## config.mk

```make
export PLATFORM = sky130hd
export DESIGN_NAME = uart_tx_arbiter_flat
export DESIGN_NICKNAME = d
export VERILOG_FILES = /design/src/rtl/uart_pkg.sv /design/src/rtl/uart_tx_arbiter_if.sv /design/src/rtl/rr_arbiter.sv /design/src/rtl/uart_tx_arbiter.sv /design/src/flat_wrapper.sv
export SDC_FILE = /design/constraint.sdc
export NUM_CORES = 1
export LEC_CHECK = 0
export ABC_AREA = 1
export BUFFER_PORTS_ARGS = -buffer_cell sky130_fd_sc_hd__buf_2
export CORE_ASPECT_RATIO = 0.6
export CORE_MARGIN = 8
export CORE_UTILIZATION = 35
export CTS_CLUSTER_DIAMETER = 50
export DETAILED_ROUTE_END_ITERATION = 10
export HOLD_SLACK_MARGIN = 0.06
export SETUP_SLACK_MARGIN = 0.2
export SYNTH_ARGS = -nofsm -noshare
export SYNTH_HDL_FRONTEND = slang
export SYNTH_SLANG_ARGS = --single-unit
```

## constraint.sdc

```tcl
create_clock -name CLOCK_50M -period 5.3 [get_ports CLOCK_50M]
set_input_delay 1.06 -clock CLOCK_50M [delete_from_list [all_inputs] [get_ports CLOCK_50M]]
set_output_delay 1.06 -clock CLOCK_50M [all_outputs]
set_load 0.02 [all_outputs]
```

## src/rtl/uart_pkg.sv

```systemverilog
// Shared types and constants for the UART transmit arbiter.
package uart_pkg;

  typedef enum logic [2:0] {ARB, HDR, PAY, CSUM, DRAIN} state_t;

  localparam logic [3:0] HDR_TAG_DEF     = 4'hA;
  localparam int         UART_FRAME_BITS = 10;
  localparam int         ID_W            = 4;

endpackage

```

## src/rtl/uart_tx_arbiter_if.sv

```systemverilog
// Requester lanes plus the UART_TX write/idle handshake, bundled for the arbiter.
interface uart_tx_arbiter_if #(
  parameter int N_REQ = 4
);
  logic [N_REQ-1:0]   REQ_VALID;
  logic [8*N_REQ-1:0] REQ_DATA;
  logic [N_REQ-1:0]   REQ_LAST;
  logic [N_REQ-1:0]   REQ_READY;
  logic [N_REQ-1:0]   GRANT;
  logic               TX_WR;
  logic [7:0]         TX_WDATA;
  logic               TX_IDLE;
  logic               BUSY;
  logic               ABORT;

  modport master (
    output REQ_VALID, REQ_DATA, REQ_LAST, TX_IDLE,
    input  REQ_READY, GRANT, TX_WR, TX_WDATA, BUSY, ABORT
  );

  modport slave (
    input  REQ_VALID, REQ_DATA, REQ_LAST, TX_IDLE,
    output REQ_READY, GRANT, TX_WR, TX_WDATA, BUSY, ABORT
  );
endinterface

```

## src/rtl/rr_arbiter.sv

```systemverilog
// Combinational round-robin pick: first requester at or after ptr, wrapping.
module rr_arbiter
  import uart_pkg::*;
#(
  parameter int N_REQ = 4
) (
  input  logic [N_REQ-1:0] req,
  input  logic [ID_W-1:0]  ptr,
  input  logic             en,
  output logic [N_REQ-1:0] gnt,
  output logic [ID_W-1:0]  id
);

  logic [ID_W:0] idx;
  logic          found;

  always_comb begin
    gnt   = '0;
    id    = '0;
    found = 1'b0;
    idx   = '0;
    for (int k = 0; k < N_REQ; k++) begin
      idx = {1'b0, ptr} + (ID_W+1)'(k);
      if (idx >= (ID_W+1)'(N_REQ)) idx = idx - (ID_W+1)'(N_REQ);
      for (int j = 0; j < N_REQ; j++) begin
        if (en && !found && req[j] && idx == (ID_W+1)'(j)) begin
          found  = 1'b1;
          gnt[j] = 1'b1;
          id     = ID_W'(j);
        end
      end
    end
  end

endmodule

```

## src/rtl/uart_tx_arbiter.sv

```systemverilog
// Shares one UART_TX between N_REQ packet sources; frames header, payload, XOR checksum.
//   state | meaning
//   ARB   | waiting for any requester, round-robin pick
//   HDR   | send header {HDR_TAG, id}
//   PAY   | forward payload bytes from the granted lane, stall timer running
//   CSUM  | send checksum (inverted when aborting)
//   DRAIN | wait for the last frame to leave the line
module uart_tx_arbiter
  import uart_pkg::*;
#(
  parameter int         N_REQ         = 4,
  parameter logic [3:0] HDR_TAG       = HDR_TAG_DEF,
  parameter int         STALL_TIMEOUT = 1024
) (
  input logic              CLOCK_50M,
  input logic              RESET,
  uart_tx_arbiter_if.slave bus
);

  localparam int STALL_W = (STALL_TIMEOUT > 2) ? $clog2(STALL_TIMEOUT) : 1;
  localparam logic [STALL_W-1:0] STALL_LOAD = STALL_W'(STALL_TIMEOUT - 1);

  state_t             state;
  logic [ID_W-1:0]    ptr, id, arb_id;
  logic [N_REQ-1:0]   grant, arb_gnt;
  logic [7:0]         csum, tx_wdata, sel_data;
  logic               tx_wr, tx_wr_d, busy, abort, abort_flag;
  logic               tx_free, sel_valid, sel_last, accept;
  logic [STALL_W-1:0] stall_cnt;

  // The transmitter drops IDLE only a cycle after it samples WR, so mask it for two cycles.
  assign tx_free = bus.TX_IDLE & ~tx_wr & ~tx_wr_d;

  always_comb begin
    sel_valid = 1'b0;
    sel_last  = 1'b0;
    sel_data  = '0;
    for (int j = 0; j < N_REQ; j++) begin
      if (grant[j]) begin
        sel_valid = bus.REQ_VALID[j];
        sel_last  = bus.REQ_LAST[j];
        sel_data  = bus.REQ_DATA[8*j +: 8];
      end
    end
  end

  assign accept        = tx_free && (state == PAY) && sel_valid;
  assign bus.REQ_READY = (tx_free && state == PAY) ? grant : '0;
  assign bus.GRANT     = grant;
  assign bus.TX_WR     = tx_wr;
  assign bus.TX_WDATA  = tx_wdata;
  assign bus.BUSY      = busy;
  assign bus.ABORT     = abort;

  rr_arbiter #(.N_REQ(N_REQ)) u_rr (
    .req (bus.REQ_VALID),
    .ptr (ptr),
    .en  (state == ARB),
    .gnt (arb_gnt),
    .id  (arb_id)
  );

  always_ff @(posedge CLOCK_50M or posedge RESET) begin
    if (RESET) begin
      state      <= ARB;
      ptr        <= '0;
      id         <= '0;
      grant      <= '0;
      csum       <= '0;
      tx_wr      <= 1'b0;
      tx_wr_d    <= 1'b0;
      tx_wdata   <= '0;
      busy       <= 1'b0;
      abort      <= 1'b0;
      abort_flag <= 1'b0;
      stall_cnt  <= STALL_LOAD;
    end else begin
      tx_wr   <= 1'b0;
      abort   <= 1'b0;
      tx_wr_d <= tx_wr;
      case (state)
        ARB: begin
          if (|arb_gnt) begin
            grant      <= arb_gnt;
            id         <= arb_id;
            busy       <= 1'b1;
            csum       <= '0;
            abort_flag <= 1'b0;
            stall_cnt  <= STALL_LOAD;
            ptr        <= (arb_id == ID_W'(N_REQ-1)) ? '0 : arb_id + ID_W'(1);
            state      <= HDR;
          end
        end
        HDR: begin
          if (tx_free) begin
            tx_wr    <= 1'b1;
            tx_wdata <= {HDR_TAG, id};
            state    <= PAY;
          end
        end
        PAY: begin
          if (accept) begin
            tx_wr     <= 1'b1;
            tx_wdata  <= sel_data;
            csum      <= csum ^ sel_data;
            stall_cnt <= STALL_LOAD;
            if (sel_last) state <= CSUM;
          end else if (tx_free) begin
            if (stall_cnt == '0) begin
              abort_flag <= 1'b1;
              state      <= CSUM;
            end else begin
              stall_cnt <= stall_cnt - 1'b1;
            end
          end
        end
        CSUM: begin
          if (tx_free) begin
            tx_wr    <= 1'b1;
            tx_wdata <= abort_flag ? ~csum : csum;
            abort    <= abort_flag;
            state    <= DRAIN;
          end
        end
        DRAIN: begin
          if (tx_free) begin
            grant <= '0;
            busy  <= 1'b0;
            state <= ARB;
          end
        end
        default: state <= ARB;
      endcase
    end
  end

endmodule

```

## src/flat_wrapper.sv

```systemverilog
// flat-port wrapper written by rule: the top's interface ports become plain ports
module uart_tx_arbiter_flat import uart_pkg::*;
#(
  parameter int         N_REQ         = 4,
  parameter logic [3:0] HDR_TAG       = HDR_TAG_DEF,
  parameter int         STALL_TIMEOUT = 1024
)
  (CLOCK_50M, RESET, bus_REQ_VALID, bus_REQ_DATA, bus_REQ_LAST, bus_TX_IDLE, bus_REQ_READY, bus_GRANT, bus_TX_WR, bus_TX_WDATA, bus_BUSY, bus_ABORT);
  uart_tx_arbiter_if #(.N_REQ(N_REQ)) bus_i ();
  input logic CLOCK_50M;
  input logic RESET;
  input wire logic [$bits(bus_i.REQ_VALID)-1:0] bus_REQ_VALID;
  input wire logic [$bits(bus_i.REQ_DATA)-1:0] bus_REQ_DATA;
  input wire logic [$bits(bus_i.REQ_LAST)-1:0] bus_REQ_LAST;
  input wire logic [$bits(bus_i.TX_IDLE)-1:0] bus_TX_IDLE;
  output wire logic [$bits(bus_i.REQ_READY)-1:0] bus_REQ_READY;
  output wire logic [$bits(bus_i.GRANT)-1:0] bus_GRANT;
  output wire logic [$bits(bus_i.TX_WR)-1:0] bus_TX_WR;
  output wire logic [$bits(bus_i.TX_WDATA)-1:0] bus_TX_WDATA;
  output wire logic [$bits(bus_i.BUSY)-1:0] bus_BUSY;
  output wire logic [$bits(bus_i.ABORT)-1:0] bus_ABORT;
  assign bus_i.REQ_VALID = bus_REQ_VALID;
  assign bus_i.REQ_DATA = bus_REQ_DATA;
  assign bus_i.REQ_LAST = bus_REQ_LAST;
  assign bus_i.TX_IDLE = bus_TX_IDLE;
  assign bus_REQ_READY = bus_i.REQ_READY;
  assign bus_GRANT = bus_i.GRANT;
  assign bus_TX_WR = bus_i.TX_WR;
  assign bus_TX_WDATA = bus_i.TX_WDATA;
  assign bus_BUSY = bus_i.BUSY;
  assign bus_ABORT = bus_i.ABORT;
  uart_tx_arbiter #(.N_REQ(N_REQ), .HDR_TAG(HDR_TAG), .STALL_TIMEOUT(STALL_TIMEOUT)) u_core (.CLOCK_50M(CLOCK_50M), .RESET(RESET), .bus(bus_i));
endmodule
```

==> metrics.cfg <==
[synthesis]
synthArstFlopShare=1.00
synthCells=421
syn-cell-area_mm2=0.00299
ys_types=41
ys_ff_latch=42
ys.flop_type=dfrtp_1
yosysSeqAreaShare=0.355
synth.avg_cell_area_um2=7.11
synth_edf_count=0
ys_warn_count=0

[worst_setup_path]
cp.buffers_inverters=5
path_class=in -> out
rrSetupSlack_ns=2.41
timing.rr.end=u_core.stall_cnt[6]
crit_arrival_ns=2.50
critical-path-top-delay-family=simple AND/OR/NAND/NOR gates
crit_path_max_fanout=5
critical_path_cell_count=8
worstSetupStartpointType=primary input
cp.required_ns=4.24
cpMostUsedCell=inv_1
r2r_cells=15
crit_chain=buf_2 -> inv_1 -> nor3_1 -> inv_1 -> nor2_2 -> inv_1 -> nor2_1 -> buf_2
slowest_delay_ns=0.49
r2r-start=u_core.ptr[1]
worstSetupEndpoint=bus_REQ_READY[2]
cpMaxStageDelayCell=nor3_1
endpoint_kind=primary output
cp-startpoint=bus_TX_IDLE

[sta]
min_period_ns=3.56
finalMaxSlewViolations=0
max_freq_ghz=0.281
clock_skew_ns=0.00586
finalCritPeriodShare=0.672
hold_violations=0
setup_viol=0
finalSetupTns_ns=0
worst_pin_slew_ns=0.746
rsz0062_at_grt=no
slew_headroom=0.496

[clocking]
path_clk_slew_ns=0.06
cts_resized=0
clk_latency_ns=0.29
cts_buffers=5
cts_tree=built
root_buffer=clkbuf_16
h-tree-depth=2
post-cts-setup-buffers=0
clock-sinks=42
postCtsHoldBufs=0
clk_path_buf_depth=2

[status]
status=finished, final reports clean

[finish]
fillers=855
syn_to_final_growth_pct=19.3
mostFrequentLayoutCells=nand2_1, buf_2, nor2_1, inv_1, nand3_1
finalNetCount=528
stdcell_area_mm2=0.00357
layout_commonest_cell=nand2_1
antenna_cells=0
drive_gt1_frac=0.273
layout.cells.non_filler=595

[min_path]
hold_path.class=reg -> reg
min_from=u_core.bus.TX_WR

[drt]
vias_per_cell=5.08
firstDrtPassIters=5
antenna_left=0
vias=3022
drc_errors=0
wire_per_inst_um=14.6
routed_wl_um=8670
drt_iter0_drc=229

[placed_design]
place_congestion=0.887
post_dp_cell_area_mm2=0.00340
io_buffers=61
dp_hpwl_um=6750
dp_cells=587

[floorplan]
die_h_um=87.6
core_area_mm2=0.00839
start_util=0.357
rows=26
ios=62
dieWidth_um=135
die_area_mm2=0.0119

[power]
p_per_area_mw_per_mm2=712
leakage_nw=1.74
vdd_ir_drop_max_mv=0.259

[global_route]
grt_usage=0.152
grt.overflow.total=0
grt_pass1_wl_um=14400
antenna_found_initial=0
grt_max_degree=43
grt_pass1_vias=2846

[run]
maxCapViolCount=0

[layout make-up]
| class | instances | area (um2) | area share |
|---|---|---|---|
| clock buffer | 5 | 125 | 0.0350 |
| clock inverter | 3 | 43.8 | 0.0123 |
| inverter | 50 | 190 | 0.0532 |
| multi-input combinational | 321 | 1700 | 0.475 |
| sequential | 42 | 1060 | 0.298 |
| tap | 112 | 140 | 0.0392 |
| timing repair buffer | 62 | 313 | 0.0875 |
[cell usage after synthesis (3+ instances only)]
cell type  count  area share
nand4_2        3       0.013
nand3_1       37       0.062
inv_1         39       0.049
clkbuf_1       6      0.0075
xnor2_1        4       0.012
nand2_1       93        0.12
nor2_1        58       0.073
a31oi_1        6       0.013
ha_1           3       0.013
a21oi_1       22       0.037
nor2_2         8       0.017
dfstp_2       10       0.088
nor3_1         4      0.0067
nand4_1       10       0.021
xor2_1         7       0.020
inv_2          9       0.011
nor2_4         7       0.026
dfrtp_1       32        0.27
o21ai_0       23       0.038
o21ai_2       10       0.029
or2_2          7       0.015
[cells by family after synthesis]
| kind of cell | count (synthesis) | synth area share |
|---|---|---|
| AOI/OAI and AO/OA | 70 | 0.141 |
| xor gates and xnor gates | 11 | 0.0322 |
| adders and majority gates | 3 | 0.0125 |
| buffers and inverters | 59 | 0.0790 |
| DFF | 42 | 0.355 |
| other | 1 | 0.00125 |
| and+or+nand+nor | 235 | 0.379 |
[power by group]
part	leakage [nW]	total (W)	switching, W	internal, W
sequential	0.507	0.000643	0.000144	0.000499
clock	0.0842	0.000354	0.000131	0.000223
combinational	1.15	0.00155	0.00105	0.000496
total	1.74	0.00254	0.00132	0.00122
[per-layer routing]
metal	track usage	vias up	wire, um
met5	0	-	0
met4	0.0361	0	78
met3	0.0452	9	893
met2	0.217	119	3420
met1	0.217	1395	4280
li1	-	1499	-
[worst register-to-register path, cell delays in order, from the launching register on]
cell	delay (ns)
dfrtp_1	0.47
nor2_2	0.27
inv_1	0.14
ha_1	0.23
nand2_1	0.07
nand2_1	0.06
nor2_1	0.18
a21oi_1	0.12
nor3_1	0.28
inv_1	0.12
nand4_1	0.11
nand2_1	0.10
nor2_4	0.17
nand3_4	0.26
nand2_1	0.18
o21ai_2	0.06
[registers in the layout (all words and copies together) (netlist names)]
name                 count
u_core.abort_flag        1
u_core.bus.ABORT         1
u_core.bus.BUSY          1
u_core.bus.GRANT         4
u_core.bus.TX_WDATA      8
u_core.bus.TX_WR         1
u_core.csum              8
u_core.id                2
u_core.ptr               2
u_core.stall_cnt        10
u_core.state             3
u_core.tx_wr_d           1
[worst min path at each step]
stage	cells past startpoint	endpoint	slack, ns
3_5_place_dp	0	u_core.tx_wr_d	0.41
2_1_floorplan	2	u_core.id[0]	0.44
6_report	0	u_core.tx_wr_d	0.41
5_1_grt	0	u_core.tx_wr_d	0.43
4_1_cts	0	u_core.tx_wr_d	0.42
3_3_place_gp	0	u_core.tx_wr_d	0.40
[metrics by stage]
| step | util | setup slack, ns | hold slack (ns) | power [W] |
|---|---|---|---|---|
| floorplan | - | 2.21 | 0.442 | 0.00184 |
| global placement | 0.406 | 1.83 | 0.398 | 0.00216 |
| detailed placement | 0.406 | 1.77 | 0.406 | 0.00219 |
| CTS | 0.426 | 1.75 | 0.421 | 0.00255 |
| global route | 0.426 | 1.57 | 0.432 | 0.00279 |
| finish | 0.426 | 1.74 | 0.412 | 0.00254 |
Note: power is estimated with default switching activity, not from simulation.
